$ cat src/rtl/muldiv_iter.sv
// muldiv_iter: iterative RV32M multiply/divide unit with a start/busy/done
// handshake. Magnitudes are iterated unsigned; signs are applied in FIX.
//
//   state | meaning
//   IDLE  | waiting for iStart
//   MUL   | shift-add on magnitudes, one multiplier bit per cycle
//   DIV   | restoring division on magnitudes, one quotient bit per cycle
//   FIX   | apply signs, select the word, register oResult
//   DONE  | oDone pulse; may accept a new iStart
//
// Divide-by-zero and signed overflow skip the iteration. They still pass
// through FIX for one cycle, so that oBusy is high for exactly one cycle and
// oDone follows one edge later.
module muldiv_iter (
  input  logic        iCLK,
  input  logic        iRST_N,
  input  logic        iStart,
  input  logic [2:0]  iFunct3,
  input  logic [31:0] iA,
  input  logic [31:0] iB,
  output logic [31:0] oResult,
  output logic        oBusy,
  output logic        oDone
);

  typedef enum logic [2:0] {S_IDLE, S_MUL, S_DIV, S_FIX, S_DONE} state_t;

  state_t      state, state_nxt;
  logic [2:0]  op;
  logic        sign_a, sign_b, fast;
  logic [31:0] mag;        // multiplicand for MUL, divisor for DIV
  logic [63:0] acc;        // {hi, multiplier} or {remainder, quotient}
  logic [5:0]  cnt;
  logic [31:0] result;

  // Decode of the incoming request.
  logic        is_div, a_signed, b_signed, div_zero, div_ovf, accept;
  logic [31:0] abs_a, abs_b, fast_val;

  assign is_div   = iFunct3[2];
  assign a_signed = is_div ? ~iFunct3[0] : (iFunct3 != 3'b011);
  assign b_signed = is_div ? ~iFunct3[0] : ~iFunct3[1];
  assign abs_a    = (a_signed && iA[31]) ? (32'd0 - iA) : iA;
  assign abs_b    = (b_signed && iB[31]) ? (32'd0 - iB) : iB;
  assign div_zero = is_div && (iB == 32'd0);
  assign div_ovf  = is_div && !iFunct3[0] && (iA == 32'h8000_0000) && (iB == 32'hFFFF_FFFF);
  assign fast_val = div_zero ? (iFunct3[1] ? iA : 32'hFFFF_FFFF)
                             : (iFunct3[1] ? 32'd0 : 32'h8000_0000);
  assign accept   = iStart && (state == S_IDLE || state == S_DONE);

  // One iteration of each algorithm.
  logic [32:0] mul_sum, div_shift, div_diff;
  logic [63:0] mul_step, div_step;

  assign mul_sum   = {1'b0, acc[63:32]} + (acc[0] ? {1'b0, mag} : 33'd0);
  assign mul_step  = {mul_sum, acc[31:1]};
  assign div_shift = {acc[63:32], acc[31]};
  assign div_diff  = div_shift - {1'b0, mag};
  assign div_step  = div_diff[32] ? {div_shift[31:0], acc[30:0], 1'b0}
                                  : {div_diff[31:0], acc[30:0], 1'b1};

  // Sign fix-up and word selection.
  logic [63:0] prod;
  logic [31:0] quo, rem, fix_val;

  assign prod = (sign_a ^ sign_b) ? (64'd0 - acc) : acc;
  assign quo  = (sign_a ^ sign_b) ? (32'd0 - acc[31:0]) : acc[31:0];
  assign rem  = sign_a ? (32'd0 - acc[63:32]) : acc[63:32];

  // Result word for the operation held in op.
  always_comb begin
    fix_val = acc[31:0];
    if (!fast) begin
      case (op)
        3'b000:                 fix_val = prod[31:0];
        3'b001, 3'b010, 3'b011: fix_val = prod[63:32];
        3'b100, 3'b101:         fix_val = quo;
        default:                fix_val = rem;
      endcase
    end
  end

  // State register.
  always_ff @(posedge iCLK or negedge iRST_N) begin
    if (!iRST_N) state <= S_IDLE;
    else         state <= state_nxt;
  end

  // Next-state logic and handshake outputs.
  always_comb begin
    state_nxt = state;
    oBusy     = 1'b0;
    oDone     = 1'b0;
    case (state)
      S_IDLE, S_DONE: begin
        oDone = (state == S_DONE);
        if (iStart) begin
          if (div_zero || div_ovf) state_nxt = S_FIX;
          else if (is_div)         state_nxt = S_DIV;
          else                     state_nxt = S_MUL;
        end else begin
          state_nxt = S_IDLE;
        end
      end
      S_MUL, S_DIV: begin
        oBusy = 1'b1;
        if (cnt == 6'd0) state_nxt = S_FIX;
      end
      S_FIX: begin
        oBusy     = 1'b1;
        state_nxt = S_DONE;
      end
      default: state_nxt = S_IDLE;
    endcase
  end

  // Operand latch, iteration datapath and result register.
  always_ff @(posedge iCLK or negedge iRST_N) begin
    if (!iRST_N) begin
      op     <= 3'd0;
      sign_a <= 1'b0;
      sign_b <= 1'b0;
      fast   <= 1'b0;
      mag    <= 32'd0;
      acc    <= 64'd0;
      cnt    <= 6'd0;
      result <= 32'd0;
    end else begin
      if (accept) begin
        op     <= iFunct3;
        sign_a <= a_signed && iA[31];
        sign_b <= b_signed && iB[31];
        fast   <= div_zero || div_ovf;
        cnt    <= 6'd32;
        if (div_zero || div_ovf) begin
          acc <= {32'd0, fast_val};
          mag <= 32'd0;
        end else if (is_div) begin
          acc <= {32'd0, abs_a};
          mag <= abs_b;
        end else begin
          acc <= {32'd0, abs_b};
          mag <= abs_a;
        end
      end else if (state == S_MUL && cnt != 6'd0) begin
        acc <= mul_step;
        cnt <= cnt - 6'd1;
      end else if (state == S_DIV && cnt != 6'd0) begin
        acc <= div_step;
        cnt <= cnt - 6'd1;
      end
      if (state == S_FIX) result <= fix_val;
    end
  end

  assign oResult = result;

endmodule

$ cat config.mk
export PLATFORM = sky130hd
export DESIGN_NAME = muldiv_iter
export DESIGN_NICKNAME = d
export VERILOG_FILES = /design/src/rtl/muldiv_iter.sv
export SDC_FILE = /design/constraint.sdc
export NUM_CORES = 1
export LEC_CHECK = 0
export BUFFER_PORTS_ARGS = -buffer_cell sky130_fd_sc_hd__buf_2
export CORE_ASPECT_RATIO = 0.8
export CORE_UTILIZATION = 33
export CTS_BUF_LIST = sky130_fd_sc_hd__clkbuf_4 sky130_fd_sc_hd__clkbuf_8
export CTS_CLUSTER_SIZE = 12
export DETAILED_ROUTE_END_ITERATION = 10
export PLACE_DENSITY_LB_ADDON = 0.2
export SLEW_MARGIN = 20
export SYNTH_ARGS = -nofsm -noshare
export SYNTH_HDL_FRONTEND = slang
export SYNTH_SLANG_ARGS = --single-unit
$ cat constraint.sdc
create_clock -name iCLK -period 3.5 [get_ports iCLK]
set_input_delay 1.05 -clock iCLK [delete_from_list [all_inputs] [get_ports iCLK]]
set_output_delay 1.05 -clock iCLK [all_outputs]
set_load 0.05 [all_outputs]
# --- Yosys cells after proc, flatten, opt, wreduce, memory -nomap -nowiden ---
# Cells that the tools add are included.
totals:
  reg_bits: 143
classes:
  addsub: 8
  n_eq_ne: 13
  mux: 31
  bitwise_logic: 3
  reduce_logical: 23
ops:
  columns: ["op", "count"]
  rows:
  - ["32-bit 2-to-1 mux", 13]
  - ["64-bit 2-to-1 mux", 5]
  - ["1-bit by 32-bit subtractor with 32-bit output (first input constant)", 4]
  - ["32-bit case mux with 3 select lines", 1]
  - ["32-bit equality test (second input constant)", 2]
  - ["1-bit by 64-bit subtractor with 64-bit output (first input constant)", 1]
  - ["32-bit by 32-bit adder with 33-bit output", 1]
  - ["33-bit by 32-bit subtractor with 33-bit output", 1]
  - ["32-bit zero test", 1]
  - ["6-bit 2-to-1 mux", 3]
  - ["3-bit by 2-bit equality test with 1-bit output (second input constant)", 4]
  - ["3-bit equality test (second input constant)", 3]
  - ["1-bit logical AND", 9]
  - ["3-bit case mux with 3 select lines", 1]
  - ["3-bit by 1-bit equality test with 1-bit output (second input constant)", 2]
  - ["3-bit zero test", 2]
  - ["6-bit zero test", 1]
  - ["3-bit 2-to-1 mux", 2]
  - ["6-bit nonzero test", 1]
  - ["2-bit OR reduction", 3]
  - ["3-bit OR reduction", 2]
  - ["6-bit by 1-bit subtractor with 6-bit output (second input constant)", 1]
  - ["1-bit 2-to-1 mux", 4]
  - ["2-bit 2-to-1 mux", 2]
  - ["other kinds (7)", 9]

# --- Longest topological paths before layout ---
# Gate-level depths: netlist (run 1).
logic_depth:
  word_depth: 8
  ltp_mapped: 15
  mapped_depth_nobuf: 14

# --- Least setup slack after synthesis (run 1) ---
# OpenSTA, ideal clock, no wires.
synth_timing:
  path_kind: "input-to-reg"
  from: "input iB[10]"
  to: "register acc[12]"
  t_arrival_ps: 3373
  slack_ps: -3
  stages: 11
  path_buffers: 1
  cell_sequence: "or4_1 or4_1 nor3_1 nand2b_1 nor3_2 nor2_2 nand2_2 buf_4 nor2_1 a211oi_1 o21ai_1"
synth_between:
  elab_chain_len: 5
  word_cells_on_any_way: 11
  classes_between: "add/sub (1); eq/ne (1); mux (5); reduce/logical (4)"
synth_lines:
  columns: ["item", "line", "rtl"]
  rows:
  - ["from (decl)", "20", "input logic [31:0] iB,"]
  - ["1-bit by 32-bit subtractor with 32-bit output (tied with other cells)", "44", "assign abs_b = (b_signed && iB[31]) ? (32'd0 - iB) : iB;"]
  - ["32-bit 2-to-1 mux (tied with other cells)", "44", null]
  - ["32-bit 2-to-1 mux (tied with other cells)", "138", "end else if (is_div) begin"]
  - ["32-bit 2-to-1 mux (*)", "135", "if (div_zero || div_ovf) begin"]
  - ["64-bit 2-to-1 mux (*)", "129", "if (accept) begin"]
  - ["to (signal assigned)", "136", "acc <= {32'd0, fast_val};"]
  - ["to (signal assigned)", "139", "acc <= {32'd0, abs_a};"]
  - ["to (signal assigned)", "142", "acc <= {32'd0, abs_b};"]
  - ["to (decl)", "32", "logic [63:0] acc;"]
# Every way passes the cells marked *; elsewhere a longest branch is shown, timed or not.
# A chain may end at the register's enable or synchronous reset.

# --- Final worst setup path (run 1) ---
layout_timing:
  from: "register acc[0]"
  to: "register acc[54]"
layout_between:
  elab_chain_len: 4
layout_lines:
  columns: ["item", "line", "rtl"]
  rows:
  - ["32-bit 2-to-1 mux", "55", "assign mul_sum = {1'b0, acc[63:32]} + (acc[0] ? {1'b0, mag} : 33'd0);"]
  - ["32-bit by 32-bit adder with 33-bit output", "55", null]
  - ["64-bit 2-to-1 mux", "145", "end else if (state == S_MUL && cnt != 6'd0) begin"]
  - ["64-bit 2-to-1 mux", "129", null]
# No other way between the ends.

==> results by stage, run 1 <==
Status:
- The run finished with clean final reports.

Drt:
- The final route contains 16945 vias.
- The sum of routed wire segments on met1 is 30600 um.
- The first detailed-routing pass took 5 iterations.
- The sum of met2 wire segment lengths after detailed routing is 26500 um.
- The overall routed net length is 64200 um.
- In the final routed layout, each cell accounts on average for 22.0 um.
- In this run the remaining antenna-violating nets after routing total 0.
- The DRC violations left is 0.
- The sum of met3 wire segment lengths after detailed routing is 5440 um.
- The post-detailed-route via-to-cell ratio is 5.82.
- Signal routing reaches up to met4.
- The number of DRC markers in iteration 0 is 1801.

Global route:
- The number of antenna violations at the first check in global routing is 0.
- Entering global routing, the biggest net connects 79 pins.
- The wire length of the first global-routing pass is 95700 um.
- The sum of overflow across all layers after global routing is 0.
- Global routing used 27.7% of the available tracks.
- The number of global-route vias before repair is 15582.

Synth:
- Of the synthesized area, sequential elements account for 24.3%.
- The count of warnings emitted by yosys is 0.
- The number of nets handed over by synthesis was 2168.
- dfrtp_1 takes more of the synthesized area than any other cell.
- In the synthesized netlist, the number of instances is 2025.
- Of the post-synthesis cell area, the dominant cell type holds 24.3%.
- The flip-flop and latch count after synthesis is 143.
- After synthesis the cells add up to 14700 um2.
- The most used flip-flop cell after synthesis is dfrtp_1.
- Synthesis instantiated 83 different standard cells from the library.
- Ranked by total cell area, the synthesized netlist is headed by dfrtp_1 24%, o21ai_0 8.3%, a21oi_1 7.2%.
- The post-synthesis average cell area is 7.27 um2.
- Counting flops with an async set or reset pin after synthesis yields a share of 100%.
- The number of enable-type register cells in the synthesized netlist is 0.

Clock tree:
- In this run the number of H-tree levels came out at 4.
- The clock root buffer master is clkbuf_8.
- The TritonCTS clock tree is done.
- The clock reaches the later pin of the worst-skew pair after 520 ps.
- Clock-pin slew was measured on the worst setup and hold paths at 100 ps.
- The number of CTS-inserted buffers is 17.
- The clock passes through at most 2 buffers.
- The quantity of hold-fixing buffers added after cts is 0.
- The TritonCTS sink count is 143.

Setup path:
- The startpoint-to-endpoint class of the critical path is flop to flop.
- The worst setup path is captured at a flop.
- The arrival time of the worst setup path is 3840 ps.
- The data required time of the critical path is 3880 ps.
- The total number of cells along the worst setup path is 18.
- The slowest library cell on the worst path is dfrtp_1.
- The number of cell instances on the worst register-to-register path is 18.
- The largest fanout on the critical path is 10.
- The largest single stage delay on the critical path is 440 ps.
- STA classifies the critical path startpoint as a flop.
- The critical path goes through inv_2 -> buf_6 -> buf_12 -> nor2_1 -> ha_1 -> buf_4 -> nand2_2 -> nor4_1 -> buf_4 -> a221oi_2 -> nand2_1 -> a41o_4 -> nand3_1 -> nand2_1 -> buf_4 -> xnor2_1 -> a221oi_1 -> o21ai_1.
- The number of buffer and inverter instances along the worst setup path is 6.
- The cell that appears most often on the critical path is buf_4.
- On the critical path the largest part of the delay comes from compound AO/OA/AOI/OAI gates.

Timing:
- Hold timing on the final database bottoms out at a slack of 488 ps.
- The final setup skew is 26.5 ps.
- The worst path in the final design needs a cycle of 3450 ps, including I/O delays and setup.
- The measured slew at the worst slew-check pin is 905 ps.
- Measured against its own limit, the worst slew margin works out to 39.6%.
- The maximum clock rate is 0.290 GHz.
- The max-slew violation count is 0.
- Setup violations remaining at the end of the flow were counted as 0.
- After routing, the total negative slack on setup checks comes to 0 ps.
- Setup repair after global routing could not meet its margin everywhere.
- The hold violation count in the final report is 0.
- The post-route fraction of the period consumed by the critical path is 98.7%.

Die:
- The floorplan core area is 43600 um2.
- The chip height is 191 um.
- Pin placement for this block handled 104 I/O pins.
- The die covers 45500 um2.
- The floorplan row count is 68.
- The initial utilization of the core area, before any placement, comes to 33.8%.
- The width of the die is 238 um.

Power and ir drop:
- The peak ir drop on the vdd network is 637 uV.
- The design draws 0.0219 W.
- The total power divided by cell area is 1180 nW/um2.
- The analysis attributes to cell leakage a power of 8.10 nW.

Min path:
- The worst min-delay path class is flop to flop.
- The hold-critical path depth is 2.

Cells and area:
- Compared with the post-synthesis result, the final layout area differs by 25.9%.
- The number of standard cells in the final layout excluding fillers is 2913.
- The number of diodes added for antenna fixing is 0.
- The number of fill cells is 4532.
- The number of nets in the finished design is 2448.
- The finished layout cell area is 18500 um2.
- Of the cells placed in the final design, the portion with a size suffix greater than 1 is 22.2%.

Flow run:
- The total of max-cap violations is 0.

Placed design:
- Routability-driven placement finished with a final weighted congestion of 0.975.
- The total placed cells including tap cells is 2864.
- Summing all placed instances gives a cell area of 17700 um2.
- Buffers placed on the I/O ports in this run total 103.
- Once detailed placement completed, the half-perimeter wirelength came to 49800 um.
worst reg2reg max path, stage by stage, from the launching register on:
cell	delay, ps
dfrtp_1	440
inv_2	120
buf_6	170
buf_12	140
nor2_1	60
ha_1	290
buf_4	150
nand2_2	110
nor4_1	70
buf_4	160
a221oi_2	240
nand2_1	150
a41o_4	300
nand3_1	120
nand2_1	100
buf_4	150
xnor2_1	170
a221oi_1	280
o21ai_1	110
cells by family after synthesis:
logic type / Yosys count / synth area share (%)
buffers and inverters: 213 / 5.59
adder cells (fa/ha/maj): 73 / 6.31
AO/OA/AOI/OAI: 742 / 30.5
multiplexers: 23 / 1.58
flip-flops: 143 / 24.3
XOR/XNOR: 188 / 11.2
AND/OR/NAND/NOR: 643 / 20.5
final cells by class:
cell class	instances	area [um2]	share of cell area, %
Timing Repair Buffer	405	2930	15.8
Clock inverter	14	181	0.979
Inverter	69	259	1.40
Multi-Input combinational cell	1669	10600	57.2
Clock buffer	18	241	1.30
Tap cell	595	744	4.02
Sequential cell	143	3580	19.3
cell usage after synthesis, types with 4 or more instances:
master	n
o31ai_1	22
clkbuf_1	126
a311oi_1	9
or2_2	5
o22ai_1	15
nand4_1	16
a22oi_1	17
o21ai_1	21
or4_1	14
xnor2_1	107
a21oi_1	211
nor4_1	19
and2_1	12
and3_1	11
a211o_1	4
nor3_1	51
buf_2	10
inv_1	67
a22o_1	4
o211a_1	12
o21a_1	9
dfrtp_1	143
ha_1	71
a21o_1	23
nor2_1	148
buf_1	6
o21ai_0	243
a31oi_1	39
o211ai_1	29
xor2_1	80
o221ai_1	11
o41ai_1	7
nand2_1	251
mux2i_1	21
or3_1	26
a221oi_1	9
nand2b_1	21
nand3_1	33
a211oi_1	12
o21bai_1	5
nor2b_1	13
where the power goes:
group	switching (W)	internal, W
clock network	0.000801	0.000723
registers	0.000667	0.00246
logic	0.0104	0.00690
path summary, 6_finish.rpt:
check | start | to | slack, ps
setup / recovery | acc[0] | acc[54] | 50
hold / removal | oResult[31] | oResult[31] | 490
setup reg to reg | acc[0] | acc[54] | 50
hold reg to reg | oResult[31] | oResult[31] | 490
max in group asynchronous | iRST_N | mag[21] | 2190
min in group asynchronous | iRST_N | oResult[0] | 500
repair_timing:
item	in CTS	in global routing
pin swaps	8	21
buffers inserted	13	3
cloned	0	1
resized for setup	23	44
endpoints found under the setup margin	27	37
stage by stage:
step / utilization [%] / setup slack (ps)
6_report: 42.5 / 46.9
4_1_cts: 42.1 / 7.34
3_3_place_gp: 40.6 / -398
5_1_grt: 42.5 / -103
3_5_place_dp: 40.6 / -430
2_1_floorplan: - / 12.8
cell usage in the layout (no fill, tap or decap), types with 29 or more instances in the layout:
cell,instances
a31oi_1,37
xnor2_1,107
a21oi_1,208
dfrtp_1,142
inv_1,66
nor2_1,146
buf_4,288
o211ai_1,29
nand3_1,33
ha_1,69
nand2_1,248
nor3_1,46
xor2_1,79
o21ai_0,231
buf_2,102
per-layer routing:
metal	track usage (%)	up-vias
met5	0	-
met4	8.23	0
met3	5.47	97
met2	39.4	804
met1	41.3	8165
li1	-	7879
registers in the layout (all words and copies together) (netlist names):
name and count:
op 3, mag 32, acc 64, sign_b 1
sign_a 1, oResult 32, cnt 6, fast 1
state 3
(Power assumes the default switching activity.)
==> run 2, diff against run 1 <==
--- a/config.mk
+++ b/config.mk
@@ -11,7 +11,7 @@
 export CTS_BUF_LIST = sky130_fd_sc_hd__clkbuf_4 sky130_fd_sc_hd__clkbuf_8
 export CTS_CLUSTER_SIZE = 12
 export DETAILED_ROUTE_END_ITERATION = 10
-export PLACE_DENSITY_LB_ADDON = 0.2
+export PLACE_DENSITY = 0.52
 export SLEW_MARGIN = 20
 export SYNTH_ARGS = -nofsm -noshare
 export SYNTH_HDL_FRONTEND = slang
==> run 2 against run 1 <==
Net effect: cell count down 0.27%; clock skew up 1.7 ps; total power grew 0.43%; first-iteration DRC count rose by 0.17%; combinational power about the same; worst setup slack worse by 12 ps; design area is 0.28% lower; worst hold slack better by 1.7 ps; critical path depth is 3 lower; critical path type unchanged.
==> results by stage, run 2 (synthesized netlist as in run 1, its figures left out) <==
Setup path:
- The data required time of the critical path is 3970 ps (+90 ps).
- The largest fanout on the critical path is 11 (+1).
- The worst setup path is of the flop to flop kind.
- STA classifies the critical path startpoint as a flop.
- The setup slack of the most critical reg-to-reg path is 40 ps (about the same).
- The arrival time of the worst setup path is 3940 ps (+100 ps).
- The reg-to-reg startpoint is mag[0].
- The category of the worst setup path capture point is a flop.
- The reg-to-reg endpoint is acc[51].
- The number of cell instances on the worst register-to-register path is 15 (-3).

Clock tree:
- The TritonCTS sink count is 143 (unchanged).
- The clock transition time at the flip-flop clock pins of the worst setup and hold paths came to 110 ps (about the same).
- The maximum root-to-sink buffer count was 2 (unchanged).
- The clock latency reported for the late side of the worst-skew pair is 530 ps (about the same).
- The H-tree depth is 4 (unchanged).
- The number of CTS-inserted buffers was 17 (unchanged).
- The clock root buffer master is clkbuf_8.
- The quantity of hold-fixing buffers added after cts is 0 (unchanged).
- TritonCTS built the clock tree.

Cells and area:
- The fraction of layout instances using a drive strength above 1 is 22.0% (-0.14 points).
- The area used by multi-input combinational logic was 10600 um2 (+0.31%).
- In the layout the commonest cells are 280 x buf_4, 248 x nand2_1, 225 x o21ai_0, 208 x a21oi_1, 146 x nor2_1.
- The register with the most flip-flops is acc.
- The library cell used most frequently in the layout, excluding fill and tap cells, is buf_4.
- The register area was 3580 um2 (unchanged).
- The number of flip-flops in the largest register is 64 (unchanged).
- The number of nets in the finished design came to 2440 (-0.33%).
- Compared with the post-synthesis result, the final layout area differs by 25.5%.
- The number of fill cells is 4583 (+1.1%).
- The number of diodes added for antenna fixing is 0 (unchanged).

Flow run:
- The total of max-cap violations came to 0 (unchanged).

Min path:
- The critical hold path startpoint is mag[15].
- The worst min-delay path class is flop to flop.
- The worst hold path terminates at mag[15].
- The hold-critical path depth is 2 (unchanged).

Die:
- The count of boundary I/O pins is 104 (unchanged).
- The width of the die is 238 um (unchanged).
- The floorplan core area is 43600 um2 (unchanged).
- The chip height came to 191 um (unchanged).
- The area enclosed by the die boundary is 45500 um2 (unchanged).
- The initial core utilization was 33.8% (unchanged).
- The floorplan row count is 68 (unchanged).

Timing:
- The final setup skew was 28.2 ps (+1.74 ps).
- The minimum clock period after layout is 3460 ps (+11.7 ps).
- The worst hold slack was 489 ps (+1.68 ps).
- The max-slew violation count is 0 (unchanged).
- The post-route fraction of the period consumed by the critical path came to 99.0% (+0.33 points).
- Setup repair after global routing could not meet its margin everywhere.
- The number of setup violations in the final report is 0 (unchanged).
- The worst-case headroom to the max-slew limit was 33.0% (-6.6 points).
- The measured slew at the worst slew-check pin came to 1000 ps (+96.5 ps).
- The maximum clock rate is 0.289 GHz (-0.34%).
- The hold violation count in the final report is 0 (unchanged).
- The worst setup margin is 35.2 ps (-11.7 ps).

Drt:
- The overall routed net length was 64400 um (+0.34%).
- The number of iterations in the first detailed-routing pass is 6 (+1).
- The final antenna-violating net count is 0 (unchanged).
- The post-detailed-route via-to-cell ratio is 5.72 (-1.6%).
- The number of DRC markers in iteration 0 is 1804 (+0.17%).
- The DRC violations left is 0 (unchanged).
- The average wire per cell in the routed design was 22.2 um (+0.62%).
- The total via count in the routed design came to 16629 (-1.9%).

Placed design:
- The routability congestion estimate is 0.982 (+0.75%).
- The total of buffers placed on input and output ports is 103 (unchanged).
- The worst slack at placement is -403 ps (+27.5 ps).
- The post-DP HPWL was 50400 um (+1.2%).

Global route:
- The total routing resource utilization after global routing is 28.0% (+0.31 points).
- The largest net degree at the start of global routing came to 76 (-3.8%).
- The sum of overflow across all layers after global routing came to 0 (unchanged).
- The number of antenna violations at the first check in global routing is 0 (unchanged).
- The number of global-route vias before repair came to 15190 (-2.5%).
- The wire length of the first global-routing pass is 96000 um (+0.32%).

Power and ir drop:
- The total power divided by cell area is 1190 nW/um2 (+0.71%).
- The peak ir drop on the vdd network is 769 uV (+21%).
- The leakage power is 8.06 nW (-0.46%).

Status:
- The run finished with clean final reports.
## run 2: changes by cell type in the layout (fill, tap and decap cells not counted), moves of 3 or more
| cell | delta |
|---|---|
| inv_6 | +3 |
| o21ai_0 | -6 |
| inv_8 | +3 |
| clkinv_4 | -3 |
| buf_4 | -8 |
| o21ai_1 | +7 |
## run 2: worst max path at each step
stage          startpoint      end  slack, ps  cells after the start
6_report           mag[0]  acc[51]         40                     15
5_1_grt           acc[31]  acc[51]        -70                     16
3_5_place_dp        iA[7]  acc[12]       -400                     11
2_1_floorplan       iA[2]  acc[12]         10                     11
4_1_cts            acc[0]  acc[63]          2                     15
3_3_place_gp        iA[7]  acc[12]       -340                     11
## run 2: through the flow
stage	total power [W]	utilization (%)	TNS, ps	instances	instance area [um2]
2_1_floorplan	0.0133	-	0	2025	14700
3_3_place_gp	0.0193	40.6	-8740	2860	17700
3_5_place_dp	0.0194	40.6	-12180	2860	17700
4_1_cts	0.0213	41.8	0	2897	18200
5_1_grt	0.0235	42.4	-658	2905	18500
6_report	0.0220	42.4	0	2905	18500
## run 2: area by class of cell
class | count | area share (%)
Clock buffer | 18 | 1.31
Clock inverter | 14 | 0.785
Inverter | 69 | 1.41
Multi-Input combinational cell | 1669 | 57.5
Sequential cell | 143 | 19.4
Tap cell | 595 | 4.03
Timing Repair Buffer | 397 | 15.6
## run 2: layer usage
layer  routed length, um  vias to the layer above  global-route usage, %
met4                1660                        0                   8.28
met2               26600                      695                   39.9
met1               30300                     7995                   41.9
met3                5880                       73                   5.43
li1                    -                     7866                      -
met5                   0                        -                      0
## run 2: critical path, cell delays in order (launching register included)
cell and delay (ps):
dfrtp_1 430, ha_4 180, fa_2 380, nor2b_4 160, o31ai_4 80, a211oi_2 260, o21ai_2 120, o311ai_2 310
buf_4 170, a41oi_2 110, buf_4 170, xnor2_4 270, buf_12 180, nor3_1 50, a311oi_1 330, a22o_1 190
## run 2: repair_timing
item / in CTS / in global routing
pin swaps: 11 / 24
resized for setup: 22 / 57
gates cloned: 1 / 0
buffers inserted: 4 / 8
endpoints found under the setup margin: 31 / 36
## run 2: power by group
part	switching [W]	internal (W)	total [W]	leakage, nW
combinational	0.0104	0.00707	0.0175	6.09
clock	0.000847	0.000597	0.00144	0.195
sequential	0.000646	0.00246	0.00310	1.77
